$ cat config.mk
export PLATFORM = sky130hd
export DESIGN_NAME = pll_lock_sequencer
export DESIGN_NICKNAME = d
export VERILOG_FILES = /design/src/rtl/pll_seq_pkg.sv /design/src/rtl/sync_2ff.sv /design/src/rtl/pll_lock_sequencer.sv
export SDC_FILE = /design/constraint.sdc
export NUM_CORES = 1
export LEC_CHECK = 0
export ABC_AREA = 1
export BUFFER_PORTS_ARGS = -buffer_cell sky130_fd_sc_hd__buf_2
export CORE_UTILIZATION = 38
export CTS_BUF_LIST = sky130_fd_sc_hd__clkbuf_8
export CTS_CLUSTER_DIAMETER = 50
export DETAILED_ROUTE_END_ITERATION = 8
export HOLD_SLACK_MARGIN = 0.1
export PLACE_DENSITY = 0.61
export SETUP_SLACK_MARGIN = 0.1
export SLEW_MARGIN = 0
export SYNTH_ARGS = -nofsm -noshare
export SYNTH_HDL_FRONTEND = slang
export SYNTH_SLANG_ARGS = --single-unit
$ cat constraint.sdc
create_clock -name clk -period 1.6 [get_ports clk]
set_clock_uncertainty 0.1 [all_clocks]
set_input_delay 0.24 -clock clk [delete_from_list [all_inputs] [get_ports clk]]
set_output_delay 0.24 -clock clk [all_outputs]
set_load 0.05 [all_outputs]
$ cat src/rtl/pll_seq_pkg.sv
// pll_seq_pkg
// Shared definitions for the PLL lock sequencer:
//   - seq_state_e   : sequencer state encoding
//   - cnt_width()   : width of the shared cycle counter
//   - DEF_*         : default timing constants for a 27 MHz reference
package pll_seq_pkg;

  typedef enum logic [2:0] {
    PLL_RST   = 3'd0,
    WAIT_LOCK = 3'd1,
    STABLE    = 3'd2,
    RELEASE   = 3'd3,
    RUN       = 3'd4
  } seq_state_e;

  // 27 MHz reference: 1 us PLL reset, 10 ms lock timeout, 100 us stability.
  localparam int unsigned DEF_PLL_RST_CYCLES      = 32'd27;
  localparam int unsigned DEF_LOCK_TIMEOUT_CYCLES = 32'd270000;
  localparam int unsigned DEF_LOCK_STABLE_CYCLES  = 32'd2700;
  localparam int unsigned DEF_STAGE_GAP_CYCLES    = 32'd16;
  localparam int unsigned DEF_N_STAGES            = 32'd2;

  // Counter wide enough to hold the largest terminal value of any state.
  function automatic int unsigned cnt_width(input int unsigned a,
                                            input int unsigned b,
                                            input int unsigned c,
                                            input int unsigned d);
    int unsigned m;
    m = a;
    m = (b > m) ? b : m;
    m = (c > m) ? c : m;
    m = (d > m) ? d : m;
    return $clog2(m + 32'd1);
  endfunction

endpackage

$ cat src/rtl/sync_2ff.sv
// sync_2ff
// Generic two-flop synchronizer for a single asynchronous status bit.
// Ports:
//   clk_i   : destination clock
//   reset_i : synchronous active-high reset, clears both stages to 0
//   d_i     : asynchronous input bit
//   q_o     : synchronized output, two clk_i cycles after d_i
module sync_2ff (
  input  logic clk_i,
  input  logic reset_i,
  input  logic d_i,
  output logic q_o
);

  logic meta_q;
  logic sync_q;

  // Two-stage capture; meta_q may go metastable and gets a full cycle to settle.
  always_ff @(posedge clk_i) begin
    if (reset_i) begin
      meta_q <= 1'b0;
      sync_q <= 1'b0;
    end else begin
      meta_q <= d_i;
      sync_q <= meta_q;
    end
  end

  assign q_o = sync_q;

endmodule

$ cat src/rtl/pll_lock_sequencer.sv
// pll_lock_sequencer
// Drives the PLL reset from the free-running reference clock, waits for a
// continuously stable lock, then releases per-domain resets in order. Lock
// loss or lock timeout re-runs the whole sequence.
// Ports:
//   clk          : free-running reference clock (same net as PLL clkin)
//   reset        : synchronous active-high reset
//   pll_lock     : PLL lock, asynchronous to clk
//   pll_reset    : PLL reset, active-high
//   sys_reset    : per-stage active-high resets, bit 0 released first
//   ready        : high only while running
//   relock_count : lock losses after stability was reached, saturating
//   timeout_err  : sticky lock-timeout flag, cleared only by reset
module pll_lock_sequencer
  import pll_seq_pkg::*;
#(
  parameter int unsigned PLL_RST_CYCLES      = DEF_PLL_RST_CYCLES,
  parameter int unsigned LOCK_TIMEOUT_CYCLES = DEF_LOCK_TIMEOUT_CYCLES,
  parameter int unsigned LOCK_STABLE_CYCLES  = DEF_LOCK_STABLE_CYCLES,
  parameter int unsigned STAGE_GAP_CYCLES    = DEF_STAGE_GAP_CYCLES,
  parameter int unsigned N_STAGES            = DEF_N_STAGES
) (
  input  logic                clk,
  input  logic                reset,
  input  logic                pll_lock,
  output logic                pll_reset,
  output logic [N_STAGES-1:0] sys_reset,
  output logic                ready,
  output logic [7:0]          relock_count,
  output logic                timeout_err
);

  localparam int unsigned CW = cnt_width(LOCK_TIMEOUT_CYCLES, LOCK_STABLE_CYCLES,
                                         PLL_RST_CYCLES, N_STAGES * STAGE_GAP_CYCLES);

  localparam logic [CW-1:0] RST_LAST     = CW'(PLL_RST_CYCLES - 32'd1);
  localparam logic [CW-1:0] TIMEOUT_LAST = CW'(LOCK_TIMEOUT_CYCLES - 32'd1);
  // The WAIT_LOCK cycle that first sees lock already counts as one stable
  // cycle, so STABLE itself only needs LOCK_STABLE_CYCLES-1 of them.
  localparam logic [CW-1:0] STABLE_LAST  = CW'(LOCK_STABLE_CYCLES - 32'd2);
  localparam logic [CW-1:0] RELEASE_LAST = CW'((N_STAGES - 32'd1) * STAGE_GAP_CYCLES);

  seq_state_e           state_q, state_d;
  logic [CW-1:0]        cnt_q, cnt_d;
  logic                 pll_reset_q, pll_reset_d;
  logic [N_STAGES-1:0]  sys_reset_q, sys_reset_d;
  logic                 ready_q, ready_d;
  logic [7:0]           relock_q, relock_d;
  logic                 terr_q, terr_d;
  logic                 lock_s;

  sync_2ff u_lock_sync (
    .clk_i   (clk),
    .reset_i (reset),
    .d_i     (pll_lock),
    .q_o     (lock_s)
  );

  // Next state, shared counter, and next values of the registered outputs.
  always_comb begin
    state_d     = state_q;
    cnt_d       = cnt_q;
    relock_d    = relock_q;
    terr_d      = terr_q;
    pll_reset_d = 1'b0;
    ready_d     = 1'b0;
    sys_reset_d = {N_STAGES{1'b1}};

    case (state_q)
      PLL_RST: begin
        if (cnt_q == RST_LAST) begin
          state_d = WAIT_LOCK;
          cnt_d   = '0;
        end else begin
          cnt_d = cnt_q + CW'(1);
        end
      end
      WAIT_LOCK: begin
        if (lock_s) begin
          state_d = STABLE;
          cnt_d   = '0;
        end else if (cnt_q == TIMEOUT_LAST) begin
          state_d = PLL_RST;
          cnt_d   = '0;
          terr_d  = 1'b1;
        end else begin
          cnt_d = cnt_q + CW'(1);
        end
      end
      STABLE: begin
        // A glitch here is not a lock loss: just restart the wait and timeout.
        if (!lock_s) begin
          state_d = WAIT_LOCK;
          cnt_d   = '0;
        end else if (cnt_q == STABLE_LAST) begin
          state_d = RELEASE;
          cnt_d   = '0;
        end else begin
          cnt_d = cnt_q + CW'(1);
        end
      end
      RELEASE: begin
        if (!lock_s) begin
          state_d  = PLL_RST;
          cnt_d    = '0;
          relock_d = (relock_q == 8'hFF) ? 8'hFF : relock_q + 8'd1;
        end else if (cnt_q == RELEASE_LAST) begin
          state_d = RUN;
          cnt_d   = '0;
        end else begin
          cnt_d = cnt_q + CW'(1);
        end
      end
      RUN: begin
        if (!lock_s) begin
          state_d  = PLL_RST;
          cnt_d    = '0;
          relock_d = (relock_q == 8'hFF) ? 8'hFF : relock_q + 8'd1;
        end else begin
          cnt_d = '0;
        end
      end
      default: begin
        state_d = PLL_RST;
        cnt_d   = '0;
      end
    endcase

    // Outputs follow the state being entered so they register in step with it.
    case (state_d)
      PLL_RST: begin
        pll_reset_d = 1'b1;
      end
      RELEASE: begin
        for (int k = 0; k < int'(N_STAGES); k++) begin
          sys_reset_d[k] = ~(cnt_d >= CW'(k * STAGE_GAP_CYCLES));
        end
      end
      RUN: begin
        sys_reset_d = {N_STAGES{1'b0}};
        ready_d     = 1'b1;
      end
      default: begin
        pll_reset_d = 1'b0;
      end
    endcase
  end

  // State, counter and output registers; reset overrides every other event.
  always_ff @(posedge clk) begin
    if (reset) begin
      state_q     <= PLL_RST;
      cnt_q       <= '0;
      pll_reset_q <= 1'b1;
      sys_reset_q <= {N_STAGES{1'b1}};
      ready_q     <= 1'b0;
      relock_q    <= 8'd0;
      terr_q      <= 1'b0;
    end else begin
      state_q     <= state_d;
      cnt_q       <= cnt_d;
      pll_reset_q <= pll_reset_d;
      sys_reset_q <= sys_reset_d;
      ready_q     <= ready_d;
      relock_q    <= relock_d;
      terr_q      <= terr_d;
    end
  end

  assign pll_reset    = pll_reset_q;
  assign sys_reset    = sys_reset_q;
  assign ready        = ready_q;
  assign relock_count = relock_q;
  assign timeout_err  = terr_q;

endmodule

* Word-level counts from Yosys, hierarchy flattened *
Cells that the tools add are included.

word-level totals
  logic and storage cells = 53
  output and inout bits = 13
  bits in registers = 37

cells by class
  $add $sub $neg = 2
  muxes and demuxes = 21
  $lt $le $gt $ge = 2
  bitwise operators = 3
  equal/unequal tests = 11
  reductions and logical operators = 5

operator list
  cell                     number
  $mux W19                 7
  $pmux W19 S4             1
  $eq A19 B5 Y1 const B    2
  $mux W3                  8
  $add A19 B1 Y19 const B  1
  $eq A19 B12 Y1 const B   1
  $eq A19 B19 Y1 const B   1
  $ge A19 B1 Y1 const B    1
  $ge A19 B5 Y1 const B    1
  $pmux W3 S5              1
  $eq A3 B2 Y1 const B     3
  $add A8 B1 Y8 const B    1
  $eq A8 B8 Y1 const B     1
  $mux W8                  1
  $eq A3 B3 Y1 const B     2
  $logic_not A3 Y1         2
  $pmux W2 S2              1
  $eq A3 B1 Y1 const B     1
  $not A1 Y1               3
  $reduce_and A3 Y1        1
  $mux W1                  2
  $reduce_and A2 Y1        1
  $reduce_or A2 Y1         1

* Depth between registers and ports, before layout *
  word-level depth = 7
  mapped depth = 14
  mapped depth without buffers = 14

* Cells and area by module *
A second synthesis with hierarchy kept.

unflattened totals
  cells, all modules = 306
  area, all modules = 2043.2 µm²

by module, submodules not included
  module              sequential area each (µm²)  times used  area each (µm²)  cells an instance
  pll_lock_sequencer  700.7                       1           1988.2           300
  sync_2ff            40.0                        1           55.1             6

* Worst setup path after synthesis *
OpenSTA, ideal clock, no wires.

  kind = reg2reg
  from = register relock_q[0] (netlist: relock_count[0])
  to = register relock_q[6] (netlist: relock_count[6])
  path buffers = 0
  path slack = -330 ps
  arrival time = 1765 ps
  cell stages (with the launch flop) = 10
  cells stage by stage = dfxtp_1 -> ha_1 -> inv_1 -> nor3_1 -> inv_1 -> nor2_1 -> nand3_1 -> o21ai_0 -> a21oi_1 -> nor2_1

on the way
  cells in the longest elaborated chain, start to end = 2
  elaborated cells between the ends (all ways) = 3
  those cells by class = 1 x add/sub; 1 x eq/ne; 1 x mux

RTL lines
  item                                           RTL line                                              RTL
  start: declaration                             pll_lock_sequencer.sv:48                              logic [7:0] relock_q, relock_d;
  start signal: assignment                       pll_lock_sequencer.sv:165                             relock_q <= relock_d;
  $add A8 B1 Y8 or $eq A8 B8 Y1 (tied branches)  pll_lock_sequencer.sv:106, pll_lock_sequencer.sv:118
  $mux W8 (*)                                    pll_lock_sequencer.sv:106, pll_lock_sequencer.sv:118

Every way passes the cells marked *; elsewhere a longest branch is shown, timed or not.
A chain may end at the register's enable or synchronous reset.

* Final worst setup path *
  from = register cnt_q[0]
  to = register cnt_q[7]

on the way
  cells in the longest elaborated chain, start to end = 4
  elaborated cells between the ends (all ways) = 13
  those cells by class = 1 x add/sub; 4 x eq/ne; 8 x mux

RTL lines
  item                                           RTL line                                                                       RTL
  start: declaration                             pll_lock_sequencer.sv:44                                                       logic [CW-1:0] cnt_q, cnt_d;
  start signal: assignment                       pll_lock_sequencer.sv:161                                                      cnt_q <= cnt_d;
  $add A19 B1 Y19, or another cell as far along  -
  $mux W19 (on tied branches)                    pll_lock_sequencer.sv:107, pll_lock_sequencer.sv:82, pll_lock_sequencer.sv:95
  $mux W19 (on tied branches)                    pll_lock_sequencer.sv:103, pll_lock_sequencer.sv:79, pll_lock_sequencer.sv:92
  $pmux W19 S4 (*)                               pll_lock_sequencer.sv:69                                                       case (state_q)

Marked as above.

==> results.ini <==
[drt]
detail_route.wl_per_cell_microns=11.74
wire_length_the_detailed_router_placed_on_met1_microns=2567
drt_iter0_markers=88
total_iterations_of_the_first_detailed_routing_run=4
vias=2207
drcViolationCount=0
final_antenna_net_count=0
highest-signal-layer=met4
vias_per_cell=4.676
route.final.wire_length_microns=5543
met2_length_microns=2764
met3_wirelength_microns=120

[timing]
finalHoldViolations=0
unrepaired_setup_endpoints_after_global_routing=true
report.final.slew_viol_count=0
tightest_slew_ns=0.4182
finalSetupViolations=21
finalCritPeriodShare_pct=108.6
max_clock_freq_mhz=575.6
fin_ws_ns=-0.1374
worst_hold_slack_ns=0.2576
slew_headroom_pct=72.12
period_needed_ns=1.737

[final_layout]
most-common-layout-cells=nand2_1, buf_4, inv_1
layout-area-overhead-vs-synth_pct=46.20
final_net_count=406
final.fill_count=510
post-route-util_pct=57.74
mostFrequentLayoutCell=nand2_1
inserted_diodes=0
layout-drive-gt1-share_pct=46.25

[synth]
synth.yosys.warnings=0
synth_seq_cells=37
yosysSeqAreaShare_pct=34.06
synth.distinct_cells=30
syn_inst=328
synth_area_sq_um=2175
synth.largest_area_cell=dfxtp_1
yosys_top_cell_area_share_pct=34.06
synthTopCellsByArea=dfxtp_1, nand2_1, inv_1
postSynthAreaPerCell_sq_um=6.630
syn-num-nets=335

[placed_design]
detailedPlace.worstSlack_ns=-0.1718
io_buffers=15
gp_routability_congestion=0.8799
dp_hpwl_microns=4031

[worst_setup_path]
setup.worst_path.class=reg2reg
worst_endpoint_required_time_ns=1.68
endpoint_kind=flip-flop
worstPathArrival_ns=1.82
setup_crit_start_kind=flip-flop
worstPathMaxFanout=6
ff2ff_path_depth=11

[clock_tree]
tritoncts_num_sinks=37
cts_made_buffers=5
cts.clk_slew.worst_paths_ns=0.08
clock_insertion_delay_worst_skew_ns=0.29
htreeDepth=2
clock_tree.root_cell=clkbuf_8
cts_tree=built
cts_buffer_depth=2

[grt]
grt_antenna_before_repair=0
vias_in_the_first_global_route=2090
pin_count_of_the_biggest_net_entering_global_routing=22
grt_use_total_pct=19.04
grt_first_pass_wirelength_microns=9163
gr-total-overflow=0

[power]
power.total_w=0.001830
p_leak_nw=1.393
power-per-cell-area_nw_per_um2=575.6
ir_worst_vdd_mv=0.4365

[worst_hold_path]
hold_path_class=in2reg
hold-path-cell-count=2

[die]
die_area_sq_um=6029
initial_utilization_pct=39.49
dieWidth_microns=77.65
design.portCount=16
coreArea_sq_um=5507
std_cell_rows=27
floorplan.die.height_microns=77.65

[run_status]
violations=negative setup slack
status=complete, but fails checks

[flow_run]
maxCapViolations=0

==> worst max-delay path: stages, from the launching register on <==
cell and delay, ns:
dfxtp_4 0.39, ha_4 0.15, nand2_4 0.07, nor2_4 0.17, nand3_2 0.11, nand2_2 0.09, nand2_2 0.07, nor2_4 0.12
nor2_2 0.05, inv_2 0.12, buf_12 0.15, nor2_2 0.04
==> synthesized netlist by cell type <==
| master | count |
|---|---|
| nor2_2 | 19 |
| xnor2_1 | 1 |
| nand4_1 | 5 |
| and2_1 | 1 |
| nand2_1 | 74 |
| o21a_1 | 1 |
| inv_1 | 46 |
| inv_2 | 3 |
| nor3b_1 | 1 |
| buf_12 | 1 |
| nand3_2 | 2 |
| or2_1 | 1 |
| xor2_2 | 1 |
| o21bai_1 | 1 |
| clkinv_1 | 2 |
| nand3_1 | 33 |
| ha_1 | 4 |
| nor2_1 | 44 |
| a31oi_1 | 2 |
| clkbuf_1 | 2 |
| a311oi_1 | 1 |
| xor2_1 | 4 |
| nor3_1 | 10 |
| nor2_4 | 6 |
| buf_6 | 1 |
| nand2_2 | 10 |
| o21ai_2 | 1 |
| o21ai_0 | 4 |
| dfxtp_1 | 37 |
| a21oi_1 | 10 |
==> timing repair <==
action | CTS | global route
resized for setup | 26 | 56
pin swaps | 18 | 32
endpoints found under the setup margin | 27 | 33
hold buffers | 1 | 0
hold endpoints to repair | 1 | 0
gates cloned | 0 | 0
buffers inserted | 4 | 7
==> layer usage <==
layer	up-vias	GRT usage, %
met5	-	0
met4	0	6.226
met3	9	3.647
met2	21	32.57
met1	1015	23.85
li1	1162	-
==> sequential cells by signal, indices dropped and copies added (netlist names) <==
register,cells
cnt_q,19
pll_reset,1
ready,1
relock_count,8
state_q,3
sys_reset,2
timeout_err,1
u_lock_sync.meta_q,1
u_lock_sync.q_o,1
==> cells by family (layout without fill, tap and decap cells) <==
group	count (synthesis)	after routing	share of synthesized area, %
and+or+nand+nor	206	206	44.99
buffers and inverters	55	127	10.59
DFF	37	37	34.06
AOI/OAI and AO/OA	20	20	5.294
xor gates and xnor gates	6	6	2.762
adders and majority gates	4	4	2.302
==> final timing paths <==
check,from,to,slack [ns]
max reg2reg,cnt_q[0],cnt_q[7],-0.14
min reg2reg,u_lock_sync.meta_q,u_lock_sync.q_o,0.30
max,cnt_q[0],cnt_q[7],-0.14
min,reset,state_q[2],0.26
==> final cells by class <==
cell class	instances	area [sq um]	share of cell area, %
Clock buffer	5	68.82	2.165
Clock inverter	3	42.54	1.338
Inverter	51	198.9	6.257
Multi-Input combinational cell	236	1471	46.28
Sequential cell	37	788.3	24.79
Tap cell	72	90.09	2.834
Timing Repair Buffer	68	519.2	16.33
==> power breakdown <==
| group | leakage [nW] | internal (W) | switching [W] |
|---|---|---|---|
| Sequential | 0.312 | 0.000920 | 0.0000155 |
| Clock | 0.0595 | 0.000462 | 0.000348 |
| Combinational | 1.02 | 0.0000368 | 0.0000486 |
| Total | 1.39 | 0.00142 | 0.000412 |
==> stage by stage <==
step	area (sq um)	setup TNS (ns)	cells
2_1_floorplan	2260	-0.2379	328
3_3_place_gp	2726	-2.006	453
3_5_place_dp	2726	-2.462	453
4_1_cts	2965	-1.740	466
5_1_grt	3179	-3.962	472
6_report	3179	-1.986	472
(Power assumes the default switching activity.)
